`config.mk`:
```
export PLATFORM = sky130hd
export DESIGN_NAME = gray_counter_n_flat
export DESIGN_NICKNAME = d
export VERILOG_FILES = /design/src/rtl/gray_counter_n_if.sv /design/src/rtl/gray_counter_n.sv /design/src/flat_wrapper.sv
export SDC_FILE = /design/constraint.sdc
export NUM_CORES = 1
export LEC_CHECK = 0
export ABC_AREA = 1
export CAP_MARGIN = 20
export CORE_MARGIN = 2
export CORE_UTILIZATION = 39
export CTS_BUF_LIST = sky130_fd_sc_hd__clkbuf_8
export DETAILED_ROUTE_END_ITERATION = 12
export HOLD_SLACK_MARGIN = 0.08
export PLACE_DENSITY = 0.69
export SYNTH_ARGS = -nofsm -noshare
export SYNTH_HDL_FRONTEND = slang
export SYNTH_SLANG_ARGS = --single-unit
```
`constraint.sdc`:
```
create_clock -name clk -period 1.8 [get_ports clk]
set_clock_uncertainty 0.2 [all_clocks]
set_input_delay 0.36 -clock clk [delete_from_list [all_inputs] [get_ports clk]]
set_output_delay 0.36 -clock clk [all_outputs]
set_load 0.05 [all_outputs]
```
`src/rtl/gray_counter_n_if.sv`:
```
// Control and status bundle for gray_counter_n: count/load controls in, Gray/binary count and flags out.
interface gray_counter_n_if #(
    parameter int unsigned WIDTH = 4
);
    logic             clk_en;
    logic             up_dn;
    logic             load;
    logic [WIDTH-1:0] load_gray;
    logic [WIDTH-1:0] gray_out;
    logic [WIDTH-1:0] bin_out;
    logic             tc;
    logic             ovf;

    modport master (
        output clk_en, up_dn, load, load_gray,
        input  gray_out, bin_out, tc, ovf
    );

    modport slave (
        input  clk_en, up_dn, load, load_gray,
        output gray_out, bin_out, tc, ovf
    );
endinterface

```
`src/rtl/gray_counter_n.sv`:
```
// Parametrised up/down Gray-code counter with parallel Gray load, wrap/saturate ends,
// binary mirror output, combinational terminal count and registered end-of-range pulse.
module gray_counter_n #(
    parameter int unsigned WIDTH = 4,
    parameter bit          WRAP  = 1'b1
) (
    input  logic            clk,
    input  logic            rst,
    gray_counter_n_if.slave bus
);
    localparam int unsigned      W       = WIDTH;
    localparam logic [WIDTH-1:0] MAX_CNT = {WIDTH{1'b1}};
    localparam logic [WIDTH-1:0] MIN_CNT = '0;

    generate
        if (WIDTH < 2 || WIDTH > 16) begin : g_bad_width
            $error("gray_counter_n: WIDTH must be in the range 2..16");
        end
    endgenerate

    logic [WIDTH-1:0] r_bin;
    logic [WIDTH-1:0] r_gray;
    logic             r_ovf;

    logic [WIDTH-1:0] w_load_bin;
    logic [WIDTH-1:0] w_bin_nxt;
    logic [WIDTH-1:0] w_gray_nxt;
    logic             w_ovf_nxt;
    logic             w_at_max;
    logic             w_at_min;

    // Gray to binary: each binary bit is the XOR of all Gray bits at or above it.
    always_comb begin
        w_load_bin = '0;
        for (int i = 0; i < W; i++) begin
            w_load_bin[i] = ^(bus.load_gray >> i);
        end
    end

    assign w_at_max = (r_bin == MAX_CNT);
    assign w_at_min = (r_bin == MIN_CNT);

    // Next count: load beats count enable; end-of-range steps either wrap or hold, always flagging ovf.
    always_comb begin
        w_bin_nxt = r_bin;
        w_ovf_nxt = 1'b0;
        if (bus.load) begin
            w_bin_nxt = w_load_bin;
        end else if (bus.clk_en) begin
            if (bus.up_dn) begin
                if (w_at_max) begin
                    w_ovf_nxt = 1'b1;
                    w_bin_nxt = WRAP ? MIN_CNT : r_bin;
                end else begin
                    w_bin_nxt = r_bin + WIDTH'(1);
                end
            end else begin
                if (w_at_min) begin
                    w_ovf_nxt = 1'b1;
                    w_bin_nxt = WRAP ? MAX_CNT : r_bin;
                end else begin
                    w_bin_nxt = r_bin - WIDTH'(1);
                end
            end
        end
    end

    assign w_gray_nxt = w_bin_nxt ^ (w_bin_nxt >> 1);

    // Binary and Gray registers share one edge so the two outputs never disagree.
    always_ff @(posedge clk) begin
        if (rst) begin
            r_bin  <= '0;
            r_gray <= '0;
            r_ovf  <= 1'b0;
        end else begin
            r_bin  <= w_bin_nxt;
            r_gray <= w_gray_nxt;
            r_ovf  <= w_ovf_nxt;
        end
    end

    assign bus.bin_out  = r_bin;
    assign bus.gray_out = r_gray;
    assign bus.ovf      = r_ovf;
    assign bus.tc       = (bus.up_dn & w_at_max) | (~bus.up_dn & w_at_min);

endmodule

```
`src/flat_wrapper.sv`:
```
// flat-port wrapper written by rule: the top's interface ports become plain ports
module gray_counter_n_flat 
#(
    parameter int unsigned WIDTH = 4,
    parameter bit          WRAP  = 1'b1
)
  (clk, rst, bus_clk_en, bus_up_dn, bus_load, bus_load_gray, bus_gray_out, bus_bin_out, bus_tc, bus_ovf);
  gray_counter_n_if #(.WIDTH(WIDTH)) bus_i ();
  input  logic clk;
  input  logic rst;
  input wire logic [$bits(bus_i.clk_en)-1:0] bus_clk_en;
  input wire logic [$bits(bus_i.up_dn)-1:0] bus_up_dn;
  input wire logic [$bits(bus_i.load)-1:0] bus_load;
  input wire logic [$bits(bus_i.load_gray)-1:0] bus_load_gray;
  output wire logic [$bits(bus_i.gray_out)-1:0] bus_gray_out;
  output wire logic [$bits(bus_i.bin_out)-1:0] bus_bin_out;
  output wire logic [$bits(bus_i.tc)-1:0] bus_tc;
  output wire logic [$bits(bus_i.ovf)-1:0] bus_ovf;
  assign bus_i.clk_en = bus_clk_en;
  assign bus_i.up_dn = bus_up_dn;
  assign bus_i.load = bus_load;
  assign bus_i.load_gray = bus_load_gray;
  assign bus_gray_out = bus_i.gray_out;
  assign bus_bin_out = bus_i.bin_out;
  assign bus_tc = bus_i.tc;
  assign bus_ovf = bus_i.ovf;
  gray_counter_n #(.WIDTH(WIDTH), .WRAP(WRAP)) u_core (.clk(clk), .rst(rst), .bus(bus_i));
endmodule
```
Word level (Yosys, flattened, before mapping). Cells that the tools add are included.

Output and inout bits: 10. Register bits after elaboration: 9.

Eq/ne operators: 1. Add/sub/neg operators: 2. Bitwise logic cells: 6. Muxes and demuxes: 8. Reduce and logical (&&, ||, !) cells: 6.

Operators by type and width (count): $mux 4 (5); $reduce_xor 4->1 (4); $add 4x1->4 const B (1); $eq 4x4->1 const B (1); $logic_not 4->1 (1); $sub 4x1->4 const B (1); $xor 4x3->4 (1); $mux 1 (3); $reduce_or 3->1 (1); $and 1x1->1 (2); $not 1->1 (2); $or 1x1->1 (1).

Longest topological paths before layout. Gate-level depths: netlist of run 1.

Depth after elaboration: 6. Depth in mapped cells: 11. Mapped depth without buffers: 11.

Worst setup path after synthesis of run 1. OpenSTA, ideal clock, no wires.

Path kind: reg-to-output. From: reg u_core.r_bin[1] (netlist: u_core.bus.bin_out[1]). To: out bus_tc. Stages on the path, launching flop included: 6. Data arrival time: 1.529 ns. Required time: 1.240 ns. Path slack: -0.289 ns. Cell sequence: dfxtp_1 > ha_1 > nand2_1 > nor2_1 > inv_1 > nand2_1.

Word-level cells in the longest chain between the ends: 3.

Ends and longest elaborated chain: start: declaration (RTL line gray_counter_n.sv:21) `logic [WIDTH-1:0] r_bin;`; start signal: assignment (RTL line gray_counter_n.sv:77) `r_bin <= w_bin_nxt;`; $eq 4x4->1 or $logic_not 4->1 (tied branches) (RTL line gray_counter_n.sv:40, gray_counter_n.sv:41); $and 1x1->1 (RTL line gray_counter_n.sv:86) `assign bus.tc = (bus.up_dn & w_at_max) | (~bus.up_dn & w_at_min);`; $or 1x1->1 * (RTL line gray_counter_n.sv:86); end: declaration (RTL line flat_wrapper.sv:17) `output wire logic [$bits(bus_i.tc)-1:0] bus_tc;`.

Mark *: on every way between the ends. The rest lies on a longest branch, timed or not.

Final worst setup path of run 1.
From: reg u_core.r_bin[0] (netlist: u_core.bus.bin_out[0]). To: out bus_tc.

Same word-level chain as after synthesis.

==> flow_summary.toml, run 1 <==
[timing]
part_of_the_cycle_the_worst_path_needs_pct = 96.9
report.final.slew_viol_count = 0
timing.fmax_mhz = 573
final-setup-viol-count = 0
rsz0062_at_grt = "false"
slew_at_the_pin_closest_to_its_max_slew_limit_ns = 0.252
final.min_clock_period_ns = 1.74
slew_headroom_pct = 83.2
hold_viol = 0
timing.final.ws_setup_ns = 0.0557
worst_hold_slack_ns = 0.478

[final_layout]
area_delta_synth_final_pct = 62.8
instances_no_fill = 139
nNetsFinal = 137
fillCellCount = 123
drive_above_1_share_pct = 29.8
antenna-diode-count = 0
layout.cell_area.non_filler_sq_um = 953

[power_and_ir_drop]
power.combinational.fraction_pct = 42.3
design_power_total_w = 0.000744
clkPwrFrac_pct = 28.3
power.share.sequential_pct = 29.4
power.static_leakage_nw = 0.486
pwr_density_cell_nw_per_um2 = 780
ir_drop_v = 0.000426
power.switching_fraction_pct = 36.2
switching_power_w = 0.000269
internal_power_w = 0.000475

[detailed_routing]
vias_per_cell = 5.00
drcViolationCount = 0
vias = 695
routed_wl_um = 1570
drt-pass1-iter-count = 4
drc_violation_total_after_the_first_tritonroute_iteration = 22
antenna_left = 0
post_drt_wl_per_cell_um = 11.3

[placement]
place_worst_setup_slack_ns = -0.138
finalWeightedCongestion = 0.778
placedCellCount = 136
place.port_buffers = 18
placedInstanceArea_sq_um = 876
post-dp-hpwl_um = 1230

[critical_path]
path_class = "register to primary output"
critPathRequiredTime_ns = 1.24
worst-endpoint-arrival_ns = 1.18
slowest_stage = "dfxtp_4"
worstSetupEndpointType = "primary output"
timing.critical_path.from_type = "register"
critPathMaxStageDelay_ns = 0.37
crit_chain = "ha_4 > nand2_1 > nor2_2 > inv_1 > nand2_2 > buf_12"
critical_path_peak_fanout = 3

[synth]
netlist.area_leader.share_pct = 27.4
syn-cell-area_sq_um = 586
postSynth.asyncResetShare_pct = 0
ys_top_cells_by_area = "dfxtp_1 27%, nand2_1 23%, nand3_1 10%, inv_1 9.6%, a21oi_1 4.3%"
synth_fp_nets = 109
synth.top_cells.by_count = "36 x nand2_1, 15 x inv_1, 12 x nand3_1"
synth.lib_cells_used.distinct = 17
yosys_register_bits = 8
count_of_flip_flops_with_a_built_in_enable_after_synthesis = 0
synth_area_per_cell_sq_um = 5.98
synthesis.instances = 98
yosysMostFrequentCell = "nand2_1"
ys_dominant_reg_cell = "dfxtp_1"
sequential_to_total_area_share_from_yosys_stat_pct = 27.4
synth_area_leader_cell = "dfxtp_1"
yosysWarningCount = 0

[grt]
grt_first_pass_wirelength_um = 2520
grt_start_max_net_pins = 9
grt_remaining_overflow = 0
grt_antenna_before_repair = 0
grt_pass1_vias = 618
grt_usage_pct = 18.4

[floorplan]
dieWidth_um = 42.8
boundaryPins = 19
row_count = 13
die_height_um = 42.8
die-area_sq_um = 1830
initial_core_util_pct = 43.4
core_region_area_sq_um = 1350

[clocking]
clock_root_buffer = "clkbuf_8"
insertion_delay_ns = 0.23
cts_tree = "yes"
post_cts.repair.setup_buffers = 0
clk_path_buf_depth = 2
cts.sink_count = 8
cts.reportedPaths.clkPinSlew_ns = 0.04
clock_tree.htree_level_count = 1
cts-buffers-inserted = 3

[job]
cap_viol_max_count = 0

[status]
status = "finished, final reports clean"

[hold_path]
worst_hold_path_type = "register to register"
[kinds of logic after synthesis]
group	after synthesis	share of synthesized area, %
adders and majority gates	2	4.27
xor gates and xnor gates	3	4.49
buffers and inverters	20	14.7
AOI/OAI and AO/OA	8	8.12
DFF	8	27.3
and+or+nand+nor	57	41.0
[placed cells by master (no fill, tap or decap), types with 3 or more instances in the layout]
cell	n
nand3_1	11
nand2_1	35
a21oi_1	5
buf_4	11
nor2_1	5
clkdlybuf4s50_1	7
inv_2	4
inv_1	14
buf_12	6
dfxtp_1	4
clkbuf_8	3
[metrics by stage]
stage	utilization, %	TNS [ns]
detailed placement	64.9	-0.578
finish	70.6	0
floorplan	-	0
global placement	64.9	-0.380
CTS	69.3	0
global route	70.6	0
[state kept, by name (all words and copies together) (netlist names)]
name	flops
u_core.bus.gray_out	4
u_core.bus.bin_out	3
u_core.bus.ovf	1
[worst max-delay path: cells and delay by family, from the launching register on]
family	cells	cell delay, ns
flops	1	0.37
simple gates	3	0.25
buf+inv	2	0.20
fa+ha+maj	1	0.14
[what timing repair did]
action	CTS	global route
hold buffers	0	0
pin swaps	1	2
endpoints found under the setup margin	1	1
resized for setup	5	5
gates cloned	0	0
endpoints found under the hold margin	0	0
[routing by layer]
layer  vias to the layer above  global-route usage (%)  part of all wire [%]  routed length (um)
li1                        356                       -                     -                   -
met1                       310                    18.6                    39                 618
met2                        29                    34.8                    55                 870
met3                         0                    7.23                   5.1                  80
met4                         0                    3.75                     0                   0
met5                         -                       0                     0                   0
[layout make-up]
class / instances / area, sq um / share of cell area (%)
clock buffer: 3 / 41.3 / 4.33
inverter: 18 / 67.6 / 7.09
multi-input combinational: 70 / 374 / 39.2
sequential: 8 / 170 / 17.8
tap: 15 / 18.8 / 1.97
timing repair buffer: 25 / 282 / 29.5
[power groups by stage]
| stage | clock (W) | combinational, W | sequential [W] |
|---|---|---|---|
| floorplan | 0 | 0.000116 | 0.000279 |
| global placement | 0 | 0.000297 | 0.000218 |
| detailed placement | 0 | 0.000303 | 0.000220 |
| CTS | 0.000215 | 0.000308 | 0.000219 |
| global route | 0.000228 | 0.000336 | 0.000220 |
| finish | 0.000211 | 0.000314 | 0.000219 |
[path summary, 6_finish.rpt]
| check | slack (ns) | end | from | cells after the start |
|---|---|---|---|---|
| worst min register to register | 0.48 | u_core.bus.bin_out[2] | u_core.bus.bin_out[2] | 4 |
| worst min-delay path | 0.48 | u_core.bus.bin_out[2] | u_core.bus.bin_out[2] | 4 |
| worst max-delay path | 0.06 | bus_tc | u_core.bus.bin_out[0] | 6 |
| worst max register to register | 0.18 | u_core.bus.gray_out[0] | u_core.bus.bin_out[0] | 10 |
Note: power is estimated with default switching activity, not from simulation.
==> inputs of run 2 (changes only) <==
CAP_MARGIN = 10   (was 20)
==> results of run 2 <==
Same layout as run 1: the final DEF is identical, and so are final timing and power.
==> inputs of run 3 (changes only) <==
CORE_MARGIN = 3   (was 2)
CORE_UTILIZATION = 40   (was 39)
PLACE_DENSITY = 0.71   (was 0.69)
clock period = 1.9 ns   (was 1.8 ns; I/O delays follow)
==> flow_summary.toml, run 3 (same netlist as run 1, synthesis figures left out) <==
[status]
status = "finished, final reports clean"

[grt]
grt_pass1_vias = 568
grt_usage_pct = 16.0
grt_antenna_before_repair = 0
grt_remaining_overflow = 0
grt_first_pass_wirelength_um = 2330
grt_start_max_net_pins = 9

[power_and_ir_drop]
power.static_leakage_nw = 0.473
pwr_density_cell_nw_per_um2 = 753
ir_drop_v = 0.000463
design_power_total_w = 0.000671

[clocking]
cts-buffers-inserted = 3
clk_path_buf_depth = 2
clock_tree.htree_level_count = 1
insertion_delay_ns = 0.22
cts.reportedPaths.clkPinSlew_ns = 0.04
cts_tree = "yes"
cts.sink_count = 8
clock_root_buffer = "clkbuf_8"

[detailed_routing]
vias_per_cell = 4.99
top_signal_layer_used = "met4"
drt-pass1-iter-count = 4
wl_met3_um = 84
antenna_left = 0
routed-wl-met2_um = 666
drc_violation_total_after_the_first_tritonroute_iteration = 20
routed_wl_um = 1440
routedLengthMet1_um = 664
drcViolationCount = 0
vias = 699
post_drt_wl_per_cell_um = 10.3

[timing]
hold_viol = 0
final-setup-viol-count = 0
rsz0062_at_grt = "false"
timing.fmax_mhz = 546
report.final.slew_viol_count = 0
timing.final.ws_setup_ns = 0.0677
worst_hold_slack_ns = 0.451
final.min_clock_period_ns = 1.83
part_of_the_cycle_the_worst_path_needs_pct = 96.4
slew_at_the_pin_closest_to_its_max_slew_limit_ns = 0.260
slew_headroom_pct = 82.6

[critical_path]
worst-endpoint-arrival_ns = 1.25
r2r_start = "u_core.bus.bin_out[0]"
critPathLaunch = "u_core.bus.bin_out[0]"
timing.critical_path.from_type = "register"
crit_path_buf_inv_count = 2
slowest_stage = "dfxtp_4"
critPathMaxStageDelay_ns = 0.36
path_class = "register to primary output"
worstSetupEndpointType = "primary output"
r2r_slack_ns = 0.27
critical_path_peak_fanout = 5
reg2reg_to = "u_core.bus.gray_out[0]"
reg2reg_depth = 10
critical-path-top-delay-family = "flip-flops"
critPathRequiredTime_ns = 1.32
crit_chain = "inv_1 > ha_2 > nand3_2 > nand2_2 > buf_12"

[floorplan]
die-area_sq_um = 1960
die_height_um = 44.3
row_count = 13
core_region_area_sq_um = 1330
dieWidth_um = 44.3
boundaryPins = 19
initial_core_util_pct = 43.9

[hold_path]
worst_hold_path_type = "register to register"
whs_path_depth = 4
hold_path.startpoint = "u_core.bus.gray_out[3]"
hold_path_end = "u_core.bus.ovf"

[placement]
post-dp-hpwl_um = 1080
placedCellCount = 134
finalWeightedCongestion = 0.844
place.port_buffers = 18
place_worst_setup_slack_ns = -0.164

[final_layout]
drive_above_1_share_pct = 31.2
final_common_cell = "nand2_1"
layout_common_cells = "34 x nand2_1, 17 x buf_4, 14 x inv_1, 11 x nand3_1, 7 x clkdlybuf4s50_1"
largest_register_ffs = 4
antenna-diode-count = 0
fillCellCount = 144
nNetsFinal = 138
area_delta_synth_final_pct = 52.1
instances_no_fill = 140

[job]
cap_viol_max_count = 0
-- run 3: worst max-delay path by stage --
stage          endpoint  slack (ns)  cells past startpoint
6_report         bus_tc        0.07                      5
5_1_grt          bus_tc        0.01                      5
4_1_cts          bus_tc        0.02                      6
3_5_place_dp     bus_tc       -0.16                      6
3_3_place_gp     bus_tc       -0.09                      6
2_1_floorplan    bus_tc        0.02                      5
-- run 3: final cells by class --
type	instances	area, sq um	share of cell area, %
multi-input combinational	70	367	41.2
inverter	18	67.6	7.58
tap	15	18.8	2.11
sequential	8	170	19.1
clock buffer	3	41.3	4.63
timing repair buffer	26	226	25.4
-- run 3: stage by stage --
| stage | utilization [%] | cell area (sq um) | TNS (ns) |
|---|---|---|---|
| global route | 66.8 | 891 | 0 |
| global placement | 59.7 | 796 | -0.112 |
| finish | 66.8 | 891 | 0 |
| CTS | 63.2 | 843 | 0 |
| detailed placement | 59.7 | 796 | -0.335 |
| floorplan | - | 591 | 0 |
-- run 3: power breakdown --
part	internal, W	total [W]	switching [W]
combinational	0.000102	0.000265	0.000163
clock	0.000137	0.000199	0.0000623
sequential	0.000187	0.000207	0.0000193
-- run 3: tightest hold or removal path, stage by stage (launching register included) --
cell and delay (ns):
dfxtp_2 0.35, nand2_1 0.09, nor2_2 0.05, inv_2 0.06
a21oi_1 0.05
-- run 3: metal layers --
layer  track usage (%)  vias to the layer above
met5                 0                        -
met4              7.23                        0
met3              4.88                        4
met2              25.0                       22
met1              20.0                      318
li1                  -                      355
-- run 3: timing repair --
item	4_1_cts	5_1_grt
setup endpoints to repair	1	1
hold buffers	0	0
pin swaps	0	1
gates resized for setup	4	7
buffers inserted	0	3
==> variant (config.mk and constraints of run 1) <==
`WIDTH` is set to 4 in 3 places; all go to 6.
--- a/src/rtl/gray_counter_n_if.sv
+++ b/src/rtl/gray_counter_n_if.sv
@@ -1,5 +1,5 @@
 // Control and status bundle for gray_counter_n: count/load controls in, Gray/binary count and flags out.
 interface gray_counter_n_if #(
-    parameter int unsigned WIDTH = 4
+    parameter int unsigned WIDTH = 6
 );
     logic             clk_en;
--- a/src/rtl/gray_counter_n.sv
+++ b/src/rtl/gray_counter_n.sv
@@ -2,5 +2,5 @@
 // binary mirror output, combinational terminal count and registered end-of-range pulse.
 module gray_counter_n #(
-    parameter int unsigned WIDTH = 4,
+    parameter int unsigned WIDTH = 6,
     parameter bit          WRAP  = 1'b1
 ) (
--- a/src/flat_wrapper.sv
+++ b/src/flat_wrapper.sv
@@ -2,5 +2,5 @@
 module gray_counter_n_flat 
 #(
-    parameter int unsigned WIDTH = 4,
+    parameter int unsigned WIDTH = 6,
     parameter bit          WRAP  = 1'b1
 )
Interface: changed (resized bus_bin_out, bus_gray_out and bus_load_gray); port bits go from 19 to 25. The function was not compared with the original's and may differ.
==> variant against run 1 <==
The run now ends with negative setup slack left; sequential cell count grew 4; total power grew 52%; sequential power grew 55%; design area grew 67%; die area grew 67%; area after synthesis grew 74%; cell count grew 65%; utilization shrank 6.4 points; routed wire length grew 56%; via count grew 58%; worst setup slack lost 160 ps.
==> variant: results (changes against run 1) <==
| Step | Parameter | This run | vs run 1 |
|:---|:---|:---|:---|
| run status | Result of the run | complete, but fails checks |  |
| run status | Violations in the final reports | negative setup slack |  |
| layout | Nets@finish | 214 | +56% |
| pwr | Worst vdd rail ir drop | 0.731 mV | +72% |
| synth | Synthesized netlist cell count | 157 | +60% |
| synth | Portion of the post-synthesis area used by sequential elements | 0.235 | -0.0382 |
| synth | Cell types occupying the most area after synthesis | dfxtp_1 (24%), nand2_1 (16%), nand3_1 (6.9%) |  |
| sta | Endpoints failing setup | 1 | +1 |
| synth | Nets in the synthesized netlist | 171 | +57% |
| sta | Normalized max-slew margin | 0.841 | +0.00924 |
| drt | Met1 wire length | 1130 um | +83% |
| drt | Routed met2 length | 1240 um | +42% |
| layout | Max reg flops | 6 | +2 |
| global route | Global routing usage on met2 | 0.333 | -0.0152 |
| global route | Global Route Usage Sum | 0.186 | +0.00211 |
| global route | Number of global-route vias before repair | 1,036 | +68% |
| worst setup path | Critical register-to-register path endpoint | u_core.bus.gray_out[2] |  |
| drt | Detailed router's first-iteration violation count | 14 | -36% |
| min path | Worst Hold Path Cells | 6 | +2 |
| worst setup path | Minimum setup slack among reg-to-reg paths | 40 ps | -140 ps |
| global route | Wire length of the first global-routing pass | 4090 um | +62% |
| min path | Source of the worst hold timing path | bus_load_gray[5] |  |
| global route | Met1 track demand over resource | 0.228 | +0.0416 |
| global route | Met3 Usage GRT | 0.0323 | -0.0401 |
| layout | Share of post-route cells with drive strength above 1 | 0.422 | +0.124 |
| place | Global placer's final weighted congestion | 0.854 | +9.8% |
| drt | DR WL met3 | 51 um | -36% |
| sta | Post-route worst setup slack | -109 ps | -165 ps |
| drt | Total number of vias | 1,095 | +58% |
| place | Cells after DPL | 222 | +63% |
| place | Place WS | -275 ps | -137 ps |
| min path | WHS Endpoint | u_core.bus.gray_out[4] |  |
| sta | Worst hold slack after final layout | 416 ps | -62.0 ps |
| drt | Routed len/inst | 10.7 um | -5.1% |
| worst setup path | Data arrival at the endpoint of the critical path | 1350 ps | +170 ps |
==> variant: cell type report <==
| type | count | area [um^2] |
|---|---|---|
| clock buffers | 3 | 41.3 |
| multi-input cells | 120 | 712 |
| fillers | 213 | 886 |
| well taps | 30 | 37.5 |
| inverters | 19 | 71.3 |
| clock inverters | 1 | 3.75 |
| repair buffers | 44 | 468 |
| flip-flops and latches | 12 | 258 |
==> variant: cells by family (layout without fill, tap and decap cells) <==
family | count (synthesis) | after routing | share of synthesized area
simple gates | 97 | 97 | 0.475
buf+inv | 25 | 67 | 0.125
compound gates | 13 | 13 | 0.0674
flops | 12 | 12 | 0.235
xor+xnor | 7 | 7 | 0.0601
fa+ha+maj | 3 | 3 | 0.0368
==> variant: power by group <==
part           internal (mW)  switching [mW]  total [mW]
Combinational          0.229           0.310       0.540
Sequential             0.297          0.0417       0.339
Clock                  0.150          0.0982       0.248
==> variant: how the worst max path moves through the flow <==
stage / to / slack (ps) / cells after the start
6_report: bus_tc / -110 / 7
3_3_place_gp: u_core.bus.gray_out[0] / -210 / 9
4_1_cts: bus_tc / -140 / 8
5_1_grt: bus_tc / -190 / 8
2_1_floorplan: bus_tc / 20 / 7
3_5_place_dp: u_core.bus.gray_out[0] / -280 / 14
==> variant: what timing repair did <==
| action | 4_1_cts | 5_1_grt |
|---|---|---|
| gates resized for setup | 4 | 16 |
| pin swaps | 3 | 4 |
| setup buffers | 3 | 1 |
| cloned | 0 | 0 |
| hold buffers | 0 | 0 |
| setup endpoints to repair | 2 | 7 |
| endpoints found under the hold margin | 0 | 0 |
